`src/rtl/dcache_pkg.sv`:
```
// Shared types and address helpers for the two-way data cache controller.
// Address layout is {tag, set, 2'b00}; all requests are word aligned.
package dcache_pkg;

    localparam int DC_ADDR_WIDTH = 32;
    localparam int DC_DATA_WIDTH = 32;
    localparam int DC_SET_WIDTH  = 3;
    localparam int DC_TAG_WIDTH  = DC_ADDR_WIDTH - DC_SET_WIDTH - 2;

    typedef enum logic [2:0] {
        ST_IDLE,
        ST_LOOKUP,
        ST_MEM_RD,
        ST_FILL,
        ST_MEM_WR
    } dcache_state_t;

    function automatic logic [DC_TAG_WIDTH-1:0] addr_tag(input logic [DC_ADDR_WIDTH-1:0] addr);
        return addr[DC_ADDR_WIDTH-1:DC_SET_WIDTH+2];
    endfunction

    function automatic logic [DC_SET_WIDTH-1:0] addr_set(input logic [DC_ADDR_WIDTH-1:0] addr);
        return addr[DC_SET_WIDTH+1:2];
    endfunction

    function automatic logic [DC_ADDR_WIDTH-1:0] make_addr(input logic [DC_TAG_WIDTH-1:0] tag,
                                                           input logic [DC_SET_WIDTH-1:0] set);
        return {tag, set, 2'b00};
    endfunction

endpackage

```
`src/rtl/dcache_controller_lru_table.sv`:
```
// Per-set replacement bit: value names the next way to evict.
// Combinational read, single synchronous write, synchronous active-low clear.
module lru_table #(
    parameter int SET_WIDTH = 3
) (
    input  logic                 clk,
    input  logic                 rst_n,
    input  logic [SET_WIDTH-1:0] rd_set,
    output logic                 rd_val,
    input  logic                 wr_en,
    input  logic [SET_WIDTH-1:0] wr_set,
    input  logic                 wr_val
);

    logic [2**SET_WIDTH-1:0] lru_bits;

    assign rd_val = lru_bits[rd_set];

    always_ff @(posedge clk) begin
        if (!rst_n) begin
            lru_bits <= '0;
        end else if (wr_en) begin
            lru_bits[wr_set] <= wr_val;
        end
    end

endmodule

```
`src/rtl/dcache_controller.sv`:
```
// Data cache sequencer: lookup, read-miss refill and write-through stores for a 2-way cache.
// Load hit completes one cycle after accept; misses and stores wait on the memory handshake.
module dcache_controller
    import dcache_pkg::*;
#(
    parameter int ADDR_WIDTH = DC_ADDR_WIDTH,
    parameter int DATA_WIDTH = DC_DATA_WIDTH,
    parameter int SET_WIDTH  = DC_SET_WIDTH,
    parameter int TAG_WIDTH  = DC_TAG_WIDTH
) (
    input  logic                    clk,
    input  logic                    rst_n,
    input  logic                    cpu_req_i,
    input  logic                    cpu_we_i,
    input  logic [ADDR_WIDTH-1:0]   cpu_addr_i,
    input  logic [DATA_WIDTH-1:0]   cpu_wdata_i,
    output logic                    cpu_ready_o,
    output logic [DATA_WIDTH-1:0]   cpu_rdata_o,
    output logic                    busy_o,
    output logic [SET_WIDTH-1:0]    cache_set_o,
    output logic [TAG_WIDTH-1:0]    cache_tag_o,
    input  logic [1:0]              cache_hit_i,
    input  logic [1:0]              cache_valid_i,
    input  logic [2*DATA_WIDTH-1:0] cache_rdata_i,
    output logic                    cache_we_o,
    output logic                    cache_way_o,
    output logic [DATA_WIDTH-1:0]   cache_wdata_o,
    output logic                    mem_req_o,
    output logic                    mem_we_o,
    output logic [ADDR_WIDTH-1:0]   mem_addr_o,
    output logic [DATA_WIDTH-1:0]   mem_wdata_o,
    input  logic                    mem_ack_i,
    input  logic [DATA_WIDTH-1:0]   mem_rdata_i
);

    dcache_state_t state, state_nxt;

    logic [ADDR_WIDTH-1:0] req_addr;
    logic [DATA_WIDTH-1:0] req_wdata;
    logic [DATA_WIDTH-1:0] fill_data;
    logic                  req_we;
    logic                  victim;
    logic [SET_WIDTH-1:0]  req_set;
    logic [TAG_WIDTH-1:0]  req_tag;
    logic                  hit;
    logic                  hit_way;
    logic                  victim_nxt;
    logic                  lru_rd;
    logic                  lru_we;
    logic                  lru_wval;
    logic                  in_mem;

    assign req_set = addr_set(req_addr);
    assign req_tag = addr_tag(req_addr);
    assign hit     = |cache_hit_i;
    // A double hit is illegal upstream; way 0 wins so the choice is deterministic.
    assign hit_way = ~cache_hit_i[0];
    assign victim_nxt = !cache_valid_i[0] ? 1'b0 :
                        !cache_valid_i[1] ? 1'b1 : lru_rd;

    assign in_mem      = (state == ST_MEM_RD) || (state == ST_MEM_WR);
    assign busy_o      = (state != ST_IDLE);
    assign cache_set_o = busy_o ? req_set : '0;
    assign cache_tag_o = busy_o ? req_tag : '0;
    assign mem_addr_o  = in_mem ? make_addr(req_tag, req_set) : '0;
    assign mem_wdata_o = (state == ST_MEM_WR) ? req_wdata : '0;

    lru_table #(
        .SET_WIDTH (SET_WIDTH)
    ) u_lru (
        .clk    (clk),
        .rst_n  (rst_n),
        .rd_set (req_set),
        .rd_val (lru_rd),
        .wr_en  (lru_we),
        .wr_set (req_set),
        .wr_val (lru_wval)
    );

    always_ff @(posedge clk) begin
        if (!rst_n) begin
            state     <= ST_IDLE;
            req_addr  <= '0;
            req_wdata <= '0;
            req_we    <= 1'b0;
            fill_data <= '0;
            victim    <= 1'b0;
        end else begin
            state <= state_nxt;
            if (state == ST_IDLE && cpu_req_i) begin
                req_addr  <= cpu_addr_i;
                req_wdata <= cpu_wdata_i;
                req_we    <= cpu_we_i;
            end
            if (state == ST_MEM_RD && mem_ack_i) begin
                fill_data <= mem_rdata_i;
                victim    <= victim_nxt;
            end
        end
    end

    always_comb begin
        state_nxt     = state;
        cpu_ready_o   = 1'b0;
        cpu_rdata_o   = '0;
        cache_we_o    = 1'b0;
        cache_way_o   = 1'b0;
        cache_wdata_o = '0;
        mem_req_o     = 1'b0;
        mem_we_o      = 1'b0;
        lru_we        = 1'b0;
        lru_wval      = 1'b0;
        case (state)
            ST_IDLE: begin
                if (cpu_req_i) state_nxt = ST_LOOKUP;
            end
            ST_LOOKUP: begin
                if (req_we) begin
                    // Write-through without allocate: only update the array on a hit.
                    if (hit) begin
                        cache_we_o    = 1'b1;
                        cache_way_o   = hit_way;
                        cache_wdata_o = req_wdata;
                        lru_we        = 1'b1;
                        lru_wval      = ~hit_way;
                    end
                    state_nxt = ST_MEM_WR;
                end else if (hit) begin
                    cpu_ready_o = 1'b1;
                    cpu_rdata_o = hit_way ? cache_rdata_i[2*DATA_WIDTH-1:DATA_WIDTH]
                                          : cache_rdata_i[DATA_WIDTH-1:0];
                    lru_we      = 1'b1;
                    lru_wval    = ~hit_way;
                    state_nxt   = ST_IDLE;
                end else begin
                    state_nxt = ST_MEM_RD;
                end
            end
            ST_MEM_RD: begin
                mem_req_o = 1'b1;
                if (mem_ack_i) state_nxt = ST_FILL;
            end
            ST_FILL: begin
                cache_we_o    = 1'b1;
                cache_way_o   = victim;
                cache_wdata_o = fill_data;
                cpu_ready_o   = 1'b1;
                cpu_rdata_o   = fill_data;
                lru_we        = 1'b1;
                lru_wval      = ~victim;
                state_nxt     = ST_IDLE;
            end
            ST_MEM_WR: begin
                mem_req_o = 1'b1;
                mem_we_o  = 1'b1;
                if (mem_ack_i) begin
                    cpu_ready_o = 1'b1;
                    state_nxt   = ST_IDLE;
                end
            end
            default: state_nxt = ST_IDLE;
        endcase
        // A request caught by reset is dropped: no completion and no array update.
        if (!rst_n) begin
            cpu_ready_o = 1'b0;
            cache_we_o  = 1'b0;
            lru_we      = 1'b0;
        end
    end

endmodule

```
`config.mk`:
```
export PLATFORM = sky130hd
export DESIGN_NAME = dcache_controller
export DESIGN_NICKNAME = d
export VERILOG_FILES = /design/src/rtl/dcache_pkg.sv /design/src/rtl/dcache_controller_lru_table.sv /design/src/rtl/dcache_controller.sv
export SDC_FILE = /design/constraint.sdc
export NUM_CORES = 1
export LEC_CHECK = 0
export CORE_MARGIN = 5
export CORE_UTILIZATION = 30
export DETAILED_ROUTE_END_ITERATION = 16
export HOLD_SLACK_MARGIN = 0.05
export PLACE_DENSITY = 0.66
export SYNTH_ARGS = -nofsm -noshare
export SYNTH_HDL_FRONTEND = slang
export SYNTH_SLANG_ARGS = --single-unit
```
`constraint.sdc`:
```
create_clock -name clk -period 1.85 [get_ports clk]
set_input_delay 0.37 -clock clk [delete_from_list [all_inputs] [get_ports clk]]
set_output_delay 0.37 -clock clk [all_outputs]
set_load 0.05 [all_outputs]
```
==> results of run 1 <==
==> stage by stage <==
stage           util  setup slack (ns)
2_1_floorplan      -            -0.109
3_3_place_gp   0.579            -0.409
3_5_place_dp   0.579            -0.427
4_1_cts        0.630            -0.221
5_1_grt        0.652            -0.284
6_report       0.652            -0.204
==> placed cells by master (no fill, tap or decap), drive strengths merged, types with 2 or more instances in the layout <==
master,count
o31ai,3
inv,3
nor2,4
conb,2
and3b,2
clkbuf,16
nand2,295
o21ai,35
a21boi,95
a22oi,32
dfxtp,107
and2,64
nand3,4
bufinv,2
a21oi,3
clkdlybuf4s50,163
nand4b,2
nor3,2
mux2i,9
clkdlybuf4s15,2
nor3b,3
buf,222
o211ai,3
o21a,2
nand2b,6
nor2b,34
==> worst max path at each step <==
stage | cells after the start | slack, ns | startpoint | end
final | 6 | -0.20 | state[0]$_SDFFE_PN0P_ | cpu_rdata_o[6]
after detailed placement | 7 | -0.43 | cache_hit_i[0] | cache_wdata_o[0]
after CTS | 8 | -0.22 | state[2]$_SDFFE_PN0P_ | cpu_ready_o
after global routing | 6 | -0.28 | state[0]$_SDFFE_PN0P_ | cpu_rdata_o[2]
after floorplan | 6 | -0.11 | state[0]$_SDFFE_PN0P_ | cpu_rdata_o[2]
after global placement | 6 | -0.41 | cache_hit_i[1] | cpu_rdata_o[1]
==> final cells by class <==
class                   instances  area (um2)  share of cell area
multi-input cells             611        4170               0.332
clock inverters                 5        85.1             0.00678
well taps                     265         332              0.0264
inverters                       2        7.51            0.000598
flip-flops and latches        107        2150               0.171
clock buffers                  11         233              0.0185
repair buffers                393        5590               0.445
==> cells in the mapped netlist (all sizes together) (3+ instances only) <==
master,number
dfxtp,107
o21ai,35
a22oi,32
clkbuf,36
nand2,295
buf,34
nand2b,6
and2,64
nor2,4
a21boi,95
a21oi,3
o211ai,3
mux2i,9
nor3b,3
o31ai,3
nor2b,34
nand3,4
==> state kept, by name, summed over array words and instances, names as in the netlist <==
| name | count |
|---|---|
| fill_data | 32 |
| req_addr | 30 |
| req_wdata | 32 |
| req_we | 1 |
| u_lru.lru_bits | 8 |
| state | 3 |
| victim | 1 |
==> where the power goes <==
group	total (mW)	switching [mW]	leakage (nW)	internal [mW]
combinational	1.66	0.785	4.04	0.876
sequential	2.50	0.0979	0.874	2.40
clock	2.08	0.882	0.150	1.20
==> worst max-delay path: stages (launching register included) <==
cell and delay (ns):
dfxtp_2 0.34, nor2b_4 0.17, and2_4 0.28, clkbuf_16 0.22, nand2_2 0.08, o21ai_2 0.09
buf_12 0.16
==> routing by layer <==
| layer | share of wire | GRT usage |
|---|---|---|
| met2 | 0.51 | 0.385 |
| met5 | 0 | 0 |
| met3 | 0.079 | 0.0614 |
| met4 | 0.021 | 0.0673 |
| met1 | 0.39 | 0.260 |
==> what timing repair did <==
action,CTS,global route
gates cloned,5,6
setup endpoints to repair,162,162
resized for setup,153,72
setup buffers,14,3
pin swaps,11,19
==> kinds of logic (layout without fill, tap and decap cells) <==
kind of cell              after synthesis  count (layout)  share of synthesized area
DFF                                   107             107                      0.368
buffers and inverters                  72             411                     0.0696
xor gates and xnor gates                1               1                    0.00150
AOI/OAI and AO/OA                     177             177                      0.212
and+or+nand+nor                       421             421                      0.331
other                                   1               2                   0.000644
muxes                                  10              10                     0.0174
==> qor.yml, run 1 <==
run_status:
  status: "finished with violations"
  violations: "negative setup slack"
logic_synthesis:
  ys_seq_elements: 107
  synth_cell_types: 42
  synth_area_leader_cell: "dfxtp_1"
  async_flop_share: 0
  synthDominantCellAreaShare: 0.368
  postSynthAreaPerCell_um2: 7.38
  yosysWarnings: 0
  ys_seq_area_frac: 0.368
  synth_flop_cell: "dfxtp_1"
  synthCells: 789
  synth_area_um2: 5820
  synthTopCellsByArea: "dfxtp_1 (37%), nand2_1 (19%), a21boi_1 (10%)"
  synth-edff-count: 0
sta:
  timing.final.ws_setup_ns: -0.204
  finClkSkew_ns: 0.00666
  final.min_clock_period_ns: 2.05
  setup_viol_count_final: 162
  slew_viol_final: 0
  rsz0062_at_grt: "true"
  whs_ns: 0.423
  hold_violations: 0
  finalSetupTns_ns: -25.46
  max_freq_mhz: 487
  post-route-period-util: 1.11
setup_path:
  cp.arrival_ns: 1.68
  cp.required_ns: 1.48
  cp-end-kind: "output port"
  r2r_cells: 10
  crit_fanout: 7
  start_kind: "flop"
  r2r_slack_ns: 0.13
  critPathKind: "reg -> out"
  r2r_end: "req_addr[27]$_SDFFE_PN0P_"
  r2r_start: "state[2]$_SDFFE_PN0P_"
detailed_routing:
  drc: 0
  ant_nets: 0
  viasPerCell: 4.74
  drt_wl_total_um: 26000
  dr.pass1.iters: 4
  avgRoutedWirePerCell_um: 18.6
  vias: 6609
  drt_iter0_drc: 263
global_route:
  antenna_found_initial: 0
  grt_pass1_wl_um: 38200
  grt_pass1_vias: 6557
  grt_start_max_net_pins: 46
  grt_overflow: 0
  grt_util_all_layers: 0.219
floorplan:
  coreArea_um2: 19300
  start_util: 0.302
  design.portCount: 333
  die_height_um: 149
  die_w_um: 149
  fp.dieArea_um2: 22300
  core.rowCount: 51
placed_design:
  post-place-cells: 1352
  place.port_buffers: 328
  dpl.hpwl_um: 18800
  place_congestion: 0.795
  place_area_um2: 11100
pwr:
  irDropWorstVdd_mv: 0.386
  p_leak_nw: 5.06
  total_power_mw: 6.24
  p_per_area_nw_per_um2: 497
clocking:
  clockBufferDepth: 2
  cts_root_buf: "clkbuf_16"
  clock_latency_ns: 0.35
  cts.sinks: 107
  hold_buffers: 0
  cts_tree: "done"
  path_clk_slew_ns: 0.07
  htree_levels: 3
  cts_buffers: 9
hold_path:
  hold_start: "rst_n"
  hold_depth: 2
  min_to: "req_addr[4]$_SDFFE_PN0P_"
  hold_path_class: "in -> reg"
cells_and_area:
  n_antenna_cell: 0
  instances_no_fill: 1394
  fill_cells: 1588
  syn_to_final_growth_pct: 116
  drive_gt1_frac: 0.391
  fin_nets: 1293
  finalInstanceArea_um2: 12600
job:
  max-cap-violations: 0
Power figures use the tool's default switching activity.
==> run 2, diff against run 1 <==
Settings changed: ABC_AREA set to 1, CELL_PAD_IN_SITES_DETAIL_PLACEMENT set to 1, CELL_PAD_IN_SITES_GLOBAL_PLACEMENT set to 2, CORE_UTILIZATION 30 to 18, CTS_BUF_LIST set to sky130_fd_sc_hd__clkbuf_4, PLACE_DENSITY 0.66 to not set, PLACE_DENSITY_LB_ADDON set to 0.1.
==> run 2 against run 1 <==
Effect of this change:
- the flow still finishes with violations (negative setup slack)
- register-to-register slack worse by 0.12 ns
- die area rose by 46%
- synthesized cell count decreased by 3.2%
- flip-flop and latch count stayed put
- synthesized area decreased by 10%
- critical path type is now in -> out
==> qor.yml, run 2 <==
clocking:
  cts_root_buf: "clkbuf_4"
  path_clk_slew_ns: 0.17  # +0.10 ns
  hold_buffers: 0  # unchanged
  clock_latency_ns: 0.49  # +0.14 ns
  clockBufferDepth: 2  # unchanged
  htree_levels: 3  # unchanged
  cts_buffers: 9  # unchanged
  cts.sinks: 107  # unchanged
  cts_tree: "done"
sta:
  finClkSkew_ns: 0.0320  # +0.0254 ns
  whs_ns: 0.399  # -0.0236 ns
  setup_viol_count_final: 161  # -0.62%
  slew_viol_final: 0  # unchanged
  hold_violations: 0  # unchanged
  final.min_clock_period_ns: 2.31  # +0.253 ns
  post-route-period-util: 1.25  # +0.137
  rsz0062_at_grt: "true"
  timing.final.ws_setup_ns: -0.457  # -0.253 ns
  max_freq_mhz: 434  # -11%
logic_synthesis:
  synth-edff-count: 0  # unchanged
  synth_area_um2: 5220  # -10%
  synth_cell_types: 22  # -48%
  synthTopCellsByArea: "dfxtp_1 (41%), a21oi_1 (9.5%), o21ai_0 (9.1%)"
  synth_area_leader_cell: "dfxtp_1"
  ys_seq_elements: 107  # unchanged
  ys_seq_area_frac: 0.410  # +0.0425
  synthDominantCellAreaShare: 0.410  # +0.0425
  yosysWarnings: 0  # unchanged
  postSynthAreaPerCell_um2: 6.83  # -7.4%
  synth_flop_cell: "dfxtp_1"
  synth_most_common_cell: "nor2_1"
  synthCells: 764  # -3.2%
  async_flop_share: 0  # unchanged
  ys_top_cells_by_count: "nor2_1 (124), inv_1 (116), dfxtp_1 (107), a21oi_1 (99), o21ai_0 (95)"
setup_path:
  r2r_cells: 13  # +3
  r2r_start: "state[2]$_SDFFE_PN0P_"
  slowest_delay_ns: 0.59  # +0.25 ns
  critPathMostFrequentCell: "buf_12"
  crit_slowest_cell: "clkdlybuf4s50_1"
  start_kind: "input port"
  r2r_slack_ns: 0.01  # -0.12 ns
  crit_chain: "clkdlybuf4s50_1, inv_1, nand2_1, nand3_4, buf_12, buf_12, o22ai_4, buf_12"
  cp.required_ns: 1.48  # about the same
  cp.arrival_ns: 1.94  # +0.26 ns
  critPathKind: "in -> out"
  cp-end-kind: "output port"
  crit_fanout: 8  # +1
  critPathTopFamily: "buffers and inverters"
  r2r_end: "u_lru.lru_bits[1]$_SDFFE_PN0P_"
  worst-path-buf-inv: 5  # +3
global_route:
  grt_pass1_wl_um: 43300  # +14%
  grt_pass1_vias: 6805  # +3.8%
  antenna_found_initial: 5  # +5
  grt_start_max_net_pins: 103  # +120%
  grt_util_all_layers: 0.170  # -0.0498
  grt_overflow: 0  # unchanged
floorplan:
  die_height_um: 180  # +21%
  start_util: 0.182  # -0.120
  coreArea_um2: 28700  # +49%
  die_w_um: 180  # +21%
  fp.dieArea_um2: 32500  # +46%
  design.portCount: 333  # unchanged
  core.rowCount: 62  # +22%
detailed_routing:
  viasPerCell: 4.41  # -7.0%
  drc: 0  # unchanged
  vias: 6650  # +0.62%
  drt_iter0_drc: 174  # -34%
  drt_wl_total_um: 29900  # +15%
  ant_nets: 0  # unchanged
  dr.pass1.iters: 4  # unchanged
  avgRoutedWirePerCell_um: 19.8  # +6.5%
cells_and_area:
  drive_gt1_frac: 0.392  # +0.00100
  fin_nets: 1286  # -0.54%
  final_common_cell: "clkdlybuf4s50_1"
  layout_common_cells: "clkdlybuf4s50_1 (165), buf_12 (135), inv_1 (109)"
  top_regs: "fill_data x32, req_wdata x32, req_addr x30"
  syn_to_final_growth_pct: 147
pwr:
  p_per_area_nw_per_um2: 494  # -0.60%
  irDropWorstVdd_mv: 0.237  # -39%
  total_power_mw: 6.38  # +2.2%
  p_leak_nw: 4.44  # -12%
hold_path:
  min_to: "u_lru.lru_bits[6]$_SDFFE_PN0P_"
  hold_depth: 4  # +2
  hold_start: "rst_n"
  hold_path_class: "in -> reg"
placed_design:
  place.port_buffers: 328  # unchanged
  place_congestion: 0.761  # -4.3%
  dpl.hpwl_um: 21200  # +13%
job:
  max-cap-violations: 0  # unchanged
run_status:
  violations: "negative setup slack"
  status: "finished with violations"
==> run 2: cell families (layout without fill, tap and decap cells) <==
family	count (synthesis)	count (layout)	synth area share
other	1	5	0.000718
AOI/OAI and AO/OA	295	295	0.315
and+or+nand+nor	181	181	0.133
DFF	107	107	0.410
buffers and inverters	180	536	0.141
==> run 2: report_power, final <==
group | switching (mW) | internal [mW]
clock | 0.855 | 0.273
sequential | 0.0470 | 2.47
combinational | 1.53 | 1.21
==> run 2: routing by layer <==
metal / vias up / track usage / wire [um]
li1: 3249 / - / -
met1: 3192 / 0.213 / 12800
met2: 185 / 0.294 / 15200
met3: 20 / 0.0442 / 1560
met4: 4 / 0.0354 / 326
met5: - / 0 / 21
==> run 2: layout make-up <==
type | count | area (um2)
Fill cell | 3145 | 15800
Timing Repair Buffer | 403 | 5650
Multi-Input combinational cell | 478 | 4060
Sequential cell | 107 | 2150
Tap cell | 384 | 480
Inverter | 118 | 458
Clock buffer | 9 | 67.6
Clock inverter | 6 | 41.3
Antenna cell | 3 | 7.51
==> run 2: worst max-delay path by stage <==
stage | from | end | slack (ns) | depth (start not counted)
2_1_floorplan | cache_hit_i[0] | cpu_rdata_o[26] | -0.32 | 5
3_3_place_gp | cache_hit_i[0] | cache_wdata_o[23] | -0.46 | 7
3_5_place_dp | cache_hit_i[0] | cache_wdata_o[21] | -0.49 | 7
4_1_cts | state[2]$_SDFFE_PN0P_ | cache_wdata_o[22] | -0.54 | 10
5_1_grt | state[2]$_SDFFE_PN0P_ | cache_wdata_o[20] | -0.59 | 10
6_report | cache_hit_i[0] | cache_wdata_o[20] | -0.46 | 8
==> run 2: stage by stage <==
step | cell area (um2) | TNS [ns] | util | cells | worst slack [ns]
after floorplan | 6180 | -15.60 | - | 765 | -0.320
after CTS | 12000 | -73.28 | 0.419 | 1486 | -0.537
after detailed placement | 11100 | -26.63 | 0.386 | 1457 | -0.487
after global routing | 12900 | -81.51 | 0.450 | 1508 | -0.595
after global placement | 11100 | -25.56 | 0.386 | 1457 | -0.456
final | 12900 | -58.85 | 0.450 | 1508 | -0.457
==> run 2: timing repair <==
| item | CTS | global route |
|---|---|---|
| gates cloned | 6 | 7 |
| resized for setup | 110 | 123 |
| endpoints found under the setup margin | 162 | 161 |
| pin swaps | 3 | 20 |
| buffers inserted | 8 | 15 |
==> run 2: worst min-delay path, delay by kind of cell <==
family | cells | cell delay [ns]
buf+inv | 2 | 0.33
simple gates | 2 | 0.14
==> variant, RTL diff (config.mk and constraints of run 1) <==
Re-encode `dcache_state_t` (5 states) as one-hot, 5 bits wide.
--- a/src/rtl/dcache_pkg.sv
+++ b/src/rtl/dcache_pkg.sv
@@ -7,12 +7,12 @@
     localparam int DC_SET_WIDTH  = 3;
     localparam int DC_TAG_WIDTH  = DC_ADDR_WIDTH - DC_SET_WIDTH - 2;
 
-    typedef enum logic [2:0] {
-        ST_IDLE,
-        ST_LOOKUP,
-        ST_MEM_RD,
-        ST_FILL,
-        ST_MEM_WR
+    typedef enum logic [4:0] {
+        ST_IDLE   = 5'b00001,
+        ST_LOOKUP = 5'b00010,
+        ST_MEM_RD = 5'b00100,
+        ST_FILL   = 5'b01000,
+        ST_MEM_WR = 5'b10000
     } dcache_state_t;
 
     function automatic logic [DC_TAG_WIDTH-1:0] addr_tag(input logic [DC_ADDR_WIDTH-1:0] addr);
Check against the original RTL: same outputs for any inputs over 4 cycles, from zero or initial values and one cycle with rst_n low; so few cycles prove little.
==> variant against run 1 <==
Power grew 6.6%; the run still ends with negative setup slack left; first-iteration DRC count grew 58%; sequential cell count rose by 2; synthesized area is 2.5% lower; sequential share of layout area is 1.2 points lower; worst setup slack lost 0.50 ns; global-route usage increased by 4.1 points; final area is 9.6% higher; utilization rose by 8.6 points; largest cell class unchanged; routed wire length up 18%.
==> variant: results (changes against run 1) <==
[outcome]
run_status = complete, but fails checks
violated_checks = negative setup slack

[sta]
tightestPinTransition_ns = 0.502
setup_violations = 171  ; +5.6%
skew_ns = 0.0101  ; +0.00347 ns
final_critical_path_setup_slack_ns = -0.707  ; -0.504 ns
fin_tns_setup_ns = -87.41  ; -61.95 ns

[synth]
synth_area_leaders = dfxtp_1 38%, nand2_1 15%, a21oi_1 9.0%
synth.yosys.seq_area_share_pct = 38.4  ; +1.6 points
synth_common_cells = 229 x nand2_1, 109 x dfxtp_1, 102 x a21oi_1
postSynth.asyncResetShare_pct = 0  ; unchanged
synth-compound-area-share_pct = 25.2  ; +4.0 points
synth_xor_area_share_pct = 0.309  ; +0.16 points
post_synth_inst_count = 791  ; +0.25%
synth_area_per_cell_um2 = 7.18  ; -2.7%
muxShareOfSynthArea_pct = 0.353  ; -1.4 points

[grt]
global_route.usage.total_pct = 26.0  ; +4.1 points
grt_antenna_before_repair = 1  ; +1
grtUsageMet1_pct = 30.1  ; +4.1 points
pin_count_of_the_biggest_net_entering_global_routing = 103  ; +120%
globalRouteMet2Util_pct = 45.5  ; +7.0 points
global_route_track_usage_on_met3_pct = 8.61  ; +2.5 points
grt_pass1_wl_mm = 44.5  ; +17%

[placement]
place.detailed.instances = 1332  ; -1.5%
global_placement_routability_congestion = 0.870  ; +9.4%
post_place_setup_slack_ns = -0.721  ; -0.294 ns
placedInstanceArea_um2 = 11800  ; +6.1%
dpl.hpwl_mm = 19.9  ; +6.1%

[cells_and_area]
clkbuf_count = 13  ; +2
seq_area_share_pct = 15.9  ; -1.2 points
design.seq.count = 109  ; +1.9%
antennaDiodeCount = 0  ; unchanged
fill_cells = 1261  ; -21%
clock_tree_area_fraction_pct = 2.27  ; -0.26 points
drive_above_1_share_pct = 43.2  ; +4.1 points
nNonClkInverters = 14  ; +12
n_multi_input_combinational_cell = 594  ; -2.8%
multiInputGateArea_um2 = 4480  ; +7.5%
non_clock_buffer_area_share_pct = 46.7  ; +2.3 points

[hold_path]
holdCritPathClass = flip-flop to flip-flop

[drt]
drt_pre_antenna_iters = 5  ; +1
drt_iter0_drc = 416  ; +58%
dr_total_vias = 7356  ; +11%
avgViaCountPerCell = 5.23  ; +10%
wl_met1_mm = 11.6  ; +13%
met3_length_mm = 2.40  ; +18%
length_of_routed_met2_wiring_mm = 15.5  ; +18%
routed_wire_length_per_instance_um = 21.8  ; +17%
routed.top_layer = met5

[critical_path]
critPathSlowestCell = or4_4
crit_path_max_fanout = 16  ; +9

[pwr]
peakVddDrop_mv = 0.474  ; +23%
leakagePower_nw = 5.38  ; +6.2%
power_per_cell_area_nw_per_um2 = 483  ; -2.7%

[clocking]
cts.repair_timing.setup_buffer_count = 38  ; +24
cts_resized = 181  ; +18%

-- variant: cell count changes in the layout (fill, tap and decap cells not counted), moves of 12 or more --
cell,before,now
a21boi_0,15,0
a21boi_1,80,0
a21oi_1,3,100
a22o_4,0,32
and3_4,0,33
buf_12,148,185
buf_4,23,40
buf_6,44,27
inv_1,1,13
nand2_1,226,207
nand2_2,46,12
nand2_4,21,9
nor2b_1,19,1
-- variant: where the power goes --
group / total, mW / switching, mW / internal (mW) / leakage (nW)
Sequential: 2.60 / 0.133 / 2.46 / 0.889
Combinational: 1.97 / 0.948 / 1.03 / 4.33
Clock: 2.08 / 0.916 / 1.16 / 0.152
Total: 6.65 / 2.00 / 4.65 / 5.38
-- variant: worst paths after layout --
check | slack, ns | from | endpoint | cells after the start
worst max-delay path | -0.71 | state[2] | cpu_rdata_o[22] | 5
worst min-delay path | 0.47 | req_addr[22] | req_addr[22] | 2
worst max register to register | -0.27 | state[2] | u_lru.lru_bits[7] | 7
worst min register to register | 0.47 | req_addr[22] | req_addr[22] | 2
